<file path="src/rtl/pe_dot_sequencer.sv">
// Dot-product job sequencer for a single always-accumulating MAC lane.
// It clears the lane, streams operand pairs from two synchronous-read buffers, then returns the sum.
module pe_dot_sequencer #(
  parameter int unsigned DATA_WIDTH = 32,
  parameter int unsigned ADDR_WIDTH = 8
) (
  input  logic                  clk,
  input  logic                  reset,
  input  logic                  start,
  input  logic [ADDR_WIDTH:0]   len,
  input  logic [ADDR_WIDTH-1:0] base_a,
  input  logic [ADDR_WIDTH-1:0] base_b,
  output logic                  busy,
  output logic                  rd_en,
  output logic [ADDR_WIDTH-1:0] a_addr,
  output logic [ADDR_WIDTH-1:0] b_addr,
  input  logic [DATA_WIDTH-1:0] a_data,
  input  logic [DATA_WIDTH-1:0] b_data,
  output logic [DATA_WIDTH-1:0] pe_floatA,
  output logic [DATA_WIDTH-1:0] pe_floatB,
  output logic                  pe_clear,
  input  logic [DATA_WIDTH-1:0] pe_result,
  output logic                  out_valid,
  input  logic                  out_ready,
  output logic [DATA_WIDTH-1:0] out_data
);

  typedef enum logic [2:0] {StIdle, StClear, StStream, StDrain, StOutput} state_e;

  localparam logic [ADDR_WIDTH-1:0] AddrOne = ADDR_WIDTH'(1);
  localparam logic [ADDR_WIDTH:0]   CntOne  = (ADDR_WIDTH + 1)'(1);

  state_e                state_q, state_d;
  logic [ADDR_WIDTH:0]   len_q, len_d;
  logic [ADDR_WIDTH:0]   cnt_q, cnt_d;
  logic [1:0]            drain_q, drain_d;
  logic [ADDR_WIDTH-1:0] base_a_q, base_a_d;
  logic [ADDR_WIDTH-1:0] base_b_q, base_b_d;
  logic                  busy_q, busy_d;
  logic                  rd_en_q, rd_en_d;
  logic                  rd_flag_q, rd_flag_d;
  logic [ADDR_WIDTH-1:0] a_addr_q, a_addr_d;
  logic [ADDR_WIDTH-1:0] b_addr_q, b_addr_d;
  logic [DATA_WIDTH-1:0] pe_a_q, pe_a_d;
  logic [DATA_WIDTH-1:0] pe_b_q, pe_b_d;
  logic                  pe_clear_q, pe_clear_d;
  logic                  out_valid_q, out_valid_d;
  logic [DATA_WIDTH-1:0] out_data_q, out_data_d;

  always_comb begin
    state_d     = state_q;
    len_d       = len_q;
    cnt_d       = cnt_q;
    drain_d     = drain_q;
    base_a_d    = base_a_q;
    base_b_d    = base_b_q;
    rd_en_d     = 1'b0;
    a_addr_d    = a_addr_q;
    b_addr_d    = b_addr_q;
    pe_clear_d  = 1'b0;
    out_valid_d = out_valid_q;
    out_data_d  = out_data_q;
    // Buffer data lands one cycle after the strobe; zero operands make the lane hold.
    rd_flag_d   = rd_en_q;
    pe_a_d      = rd_flag_q ? a_data : '0;
    pe_b_d      = rd_flag_q ? b_data : '0;

    unique case (state_q)
      StIdle: begin
        if (start) begin
          state_d    = StClear;
          len_d      = len;
          base_a_d   = base_a;
          base_b_d   = base_b;
          pe_clear_d = 1'b1;
        end
      end
      StClear: begin
        if (len_q != '0) begin
          state_d  = StStream;
          rd_en_d  = 1'b1;
          a_addr_d = base_a_q;
          b_addr_d = base_b_q;
          cnt_d    = CntOne;
        end else begin
          state_d = StDrain;
          drain_d = 2'd0;
        end
      end
      StStream: begin
        // cnt_q counts reads already issued, including the one on the bus now.
        if (cnt_q == len_q) begin
          state_d = StDrain;
          drain_d = 2'd0;
        end else begin
          rd_en_d  = 1'b1;
          a_addr_d = a_addr_q + AddrOne;
          b_addr_d = b_addr_q + AddrOne;
          cnt_d    = cnt_q + CntOne;
        end
      end
      StDrain: begin
        if (drain_q == 2'd2) begin
          state_d     = StOutput;
          out_valid_d = 1'b1;
          out_data_d  = pe_result;
        end else begin
          drain_d = drain_q + 2'd1;
        end
      end
      StOutput: begin
        if (out_ready) begin
          state_d     = StIdle;
          out_valid_d = 1'b0;
        end
      end
      default: state_d = StIdle;
    endcase

    busy_d = (state_d != StIdle);
  end

  always_ff @(posedge clk) begin
    if (!reset) begin
      state_q     <= StIdle;
      len_q       <= '0;
      cnt_q       <= '0;
      drain_q     <= 2'd0;
      base_a_q    <= '0;
      base_b_q    <= '0;
      busy_q      <= 1'b0;
      rd_en_q     <= 1'b0;
      rd_flag_q   <= 1'b0;
      a_addr_q    <= '0;
      b_addr_q    <= '0;
      pe_a_q      <= '0;
      pe_b_q      <= '0;
      pe_clear_q  <= 1'b1;
      out_valid_q <= 1'b0;
      out_data_q  <= '0;
    end else begin
      state_q     <= state_d;
      len_q       <= len_d;
      cnt_q       <= cnt_d;
      drain_q     <= drain_d;
      base_a_q    <= base_a_d;
      base_b_q    <= base_b_d;
      busy_q      <= busy_d;
      rd_en_q     <= rd_en_d;
      rd_flag_q   <= rd_flag_d;
      a_addr_q    <= a_addr_d;
      b_addr_q    <= b_addr_d;
      pe_a_q      <= pe_a_d;
      pe_b_q      <= pe_b_d;
      pe_clear_q  <= pe_clear_d;
      out_valid_q <= out_valid_d;
      out_data_q  <= out_data_d;
    end
  end

  assign busy      = busy_q;
  assign rd_en     = rd_en_q;
  assign a_addr    = a_addr_q;
  assign b_addr    = b_addr_q;
  assign pe_floatA = pe_a_q;
  assign pe_floatB = pe_b_q;
  assign pe_clear  = pe_clear_q;
  assign out_valid = out_valid_q;
  assign out_data  = out_data_q;

endmodule

</file>
<file path="config.mk">
export PLATFORM = sky130hd
export DESIGN_NAME = pe_dot_sequencer
export DESIGN_NICKNAME = d
export VERILOG_FILES = /design/src/rtl/pe_dot_sequencer.sv
export SDC_FILE = /design/constraint.sdc
export NUM_CORES = 1
export LEC_CHECK = 0
export ABC_AREA = 1
export ABC_CLOCK_PERIOD_IN_PS = 3680
export CORE_ASPECT_RATIO = 0.9
export CORE_MARGIN = 3
export CORE_UTILIZATION = 46
export CTS_CLUSTER_SIZE = 28
export DETAILED_ROUTE_END_ITERATION = 10
export PLACE_DENSITY_LB_ADDON = 0.08
export SLEW_MARGIN = 5
export SYNTH_ARGS = -nofsm -noshare
export SYNTH_HDL_FRONTEND = slang
export SYNTH_SLANG_ARGS = --single-unit
</file>
<file path="constraint.sdc">
create_clock -name clk -period 3.68 [get_ports clk]
set_input_delay 1.104 -clock clk [delete_from_list [all_inputs] [get_ports clk]]
set_output_delay 1.104 -clock clk [all_outputs]
set_load 0.01 [all_outputs]
</file>
==> flow_metrics.tcl <==
set metrics [dict create \
    outcome "finished clean" \
    viasPerCell 4.68 \
    wl_per_cell_um 14.5 \
    slew_viol_final 0 \
    worst_path_max_delay_cell "clkdlybuf4s50_1" \
    port_buffers 240 \
    synth_top_area_share_pct 53.5 \
    holdWs_ps 448 \
    pre_cts_slack_ps 917 \
    final_nets 1116 \
    cpLargestDelayFamily "buffers and inverters" \
    fin_skew_ps 8.95 \
    gp_congestion 0.803 \
    place_area_um2 8330 \
    finalCritPeriodShare_pct 69.2 \
    dieWidth_um 125 \
    synth_top_area_cell "dfxtp_1" \
    via_count 5431 \
    ant_nets 0 \
    drt_iter0_drc 438 \
    grt_pass1_vias 5235 \
    antenna_found_initial 0 \
    layout_min_cycle_time_ps 2550 \
    setup_slack_ps 1130 \
    ys_ff_latch 156 \
    fin_tns_setup_ps 0 \
    placedCellCount 1128 \
    tightest_slew_ps 663 \
    slew_headroom_pct 55.6 \
    hpwl_um 12100 \
    setup_viol 0 \
    cp.buffers_inverters 1 \
    grt-ovfl-total 0 \
    fin_util_pct 73.0 \
    initial_utilization_pct 47.8 \
    track_usage_pct 23.4 \
    crit_required_ps 2580 \
    drive_gt1_share_pct 6.00 \
    netlist_top_cells_area "dfxtp_1, nor2_1, inv_1, nand2_1, nand3_1" \
    grt_max_degree 65 \
    synth_edf_count 0 \
    critPathMaxFanout 6 \
    cts_resized 0 \
    coreArea_um2 12200 \
    crit_path_max_incr_delay_ps 600 \
    cts_sinks 156 \
    crit_path_end_kind "output port" \
    cts_hold_buf 0 \
    maxCapViolCount 0 \
    critPathKind "reg2out" \
    synth_flop_cell "dfxtp_1" \
    die_y_um 113 \
    rows 38 \
    arrival_ps 1440 \
    startpoint_type "register" \
    rsz0062_at_grt "no" \
    area_delta_synth_final_pct 52.7 \
    cp_cell_sequence "clkdlybuf4s50_1" \
    numCtsBuffers 17 \
    grt_first_pass_wirelength_um 26400 \
    root_buffer "clkbuf_16" \
    final_hold_viol_count 0 \
    power_mw 4.73 \
    syn_area_per_cell_um2 7.73 \
    syn_area_um2 5840 \
    io_pins 241 \
    fmax_mhz 393 \
    htree_levels 4 \
    yosysSeqAreaShare_pct 53.5 \
    fillers 975 \
    fin_area_um2 8920 \
    finalWirelength_um 16900 \
    leakagePower_nw 3.71 \
    async_flop_share_pct 0 \
    vdd_ir_drop_max_uv 300 \
    syn_inst 756 \
    cts_setup_buffers 0 \
    clockBufferDepth 2 \
    ys_types 33 \
    n_antenna_cell 0 \
    cts_tree "done" \
    die-area_um2 14100 \
    syn_nets 885 \
    drc 0 \
    dr.pass1.iters 4 \
    clk-insertion-delay-late_ps 420 \
    layoutNonFillerInstCount 1160 \
    powerDensity_nw_per_um2 530 \
    clk_pin_slew_ps 60 \
    ys_warn_count 0 \
    hold_path.class "reg2reg" \
]
-- Yosys cell counts (3+ instances only) --
library cell,n
nor2_1,143
nand3_1,61
inv_2,3
buf_2,3
clkbuf_1,26
inv_1,106
or2_2,3
a21oi_1,55
o21ai_1,5
nand2_1,92
xnor2_1,8
ha_1,4
buf_6,4
dfxtp_1,156
nand4_1,4
a21oi_2,3
o21ai_0,56
-- path summary, 6_finish.rpt --
check | from | endpoint | slack, ps | cells past startpoint
setup / recovery | a_addr[6]$_SDFFE_PN0P_ | a_addr[6] | 1130 | 1
hold / removal | base_b_q[6]$_SDFFE_PN0P_ | base_b_q[6]$_SDFFE_PN0P_ | 450 | 2
setup reg to reg | state_q[0]$_SDFF_PN0_ | busy$_SDFF_PN0_ | 1420 | 10
hold reg to reg | base_b_q[6]$_SDFFE_PN0P_ | base_b_q[6]$_SDFFE_PN0P_ | 450 | 2
-- cells in the final DEF (no fill, tap or decap), drive strengths merged, types with 2 or more instances in the layout --
master           n
o21ai           61
inv            121
xnor2            8
a21oi           58
clkinvlp         3
buf              9
xor2             2
nand4            4
nor3             5
nand3b           2
clkbuf          17
o21bai           2
nand3           62
nand2           96
dfxtp          156
clkdlybuf4s50  240
nor2           143
or2              3
ha               4
-- final cells by class --
class                      count  area, um^2  area share, %
clock buffer                  17         425           4.77
clock inverter                15         164           1.84
inverter                     111         419           4.70
multi-input combinational    452        2120           23.8
sequential                   156        3120           35.0
tap                          160         200           2.24
timing repair buffer         249        2470           27.7
-- logic make-up after synthesis --
kind of cell	count (synthesis)	synth area share (%)
and+or+nand+nor	315	23.0
AOI/OAI and AO/OA	123	10.9
adders and majority gates	4	0.857
xor gates and xnor gates	10	1.50
buffers and inverters	148	10.3
DFF	156	53.5
-- report_power, final --
part           switching (mW)  internal, mW  leakage [nW]  total, mW
clock network           0.781         0.969         0.283       1.75
logic                   0.546         0.465          2.16       1.01
registers               0.124          1.85          1.27       1.97
total                    1.45          3.28          3.71       4.73
-- registers in the layout (all words and copies together), names as in the netlist --
register,flops
rd_en,1
state_q,3
out_data,32
b_addr,8
base_b_q,8
rd_flag_q,1
pe_floatB,32
pe_clear,1
drain_q,2
a_addr,8
base_a_q,8
len_q,9
busy,1
pe_floatA,32
out_valid,1
cnt_q,9
-- layer usage --
layer  up-vias  wire length, um  global-route usage (%)
met4         0              252                    7.38
met2       151             8590                    41.4
li1       2816                -                       -
met3        17             1450                    9.96
met5         -                0                       0
met1      2447             6570                    25.5
No activity file was read; power rests on OpenSTA's default activity.
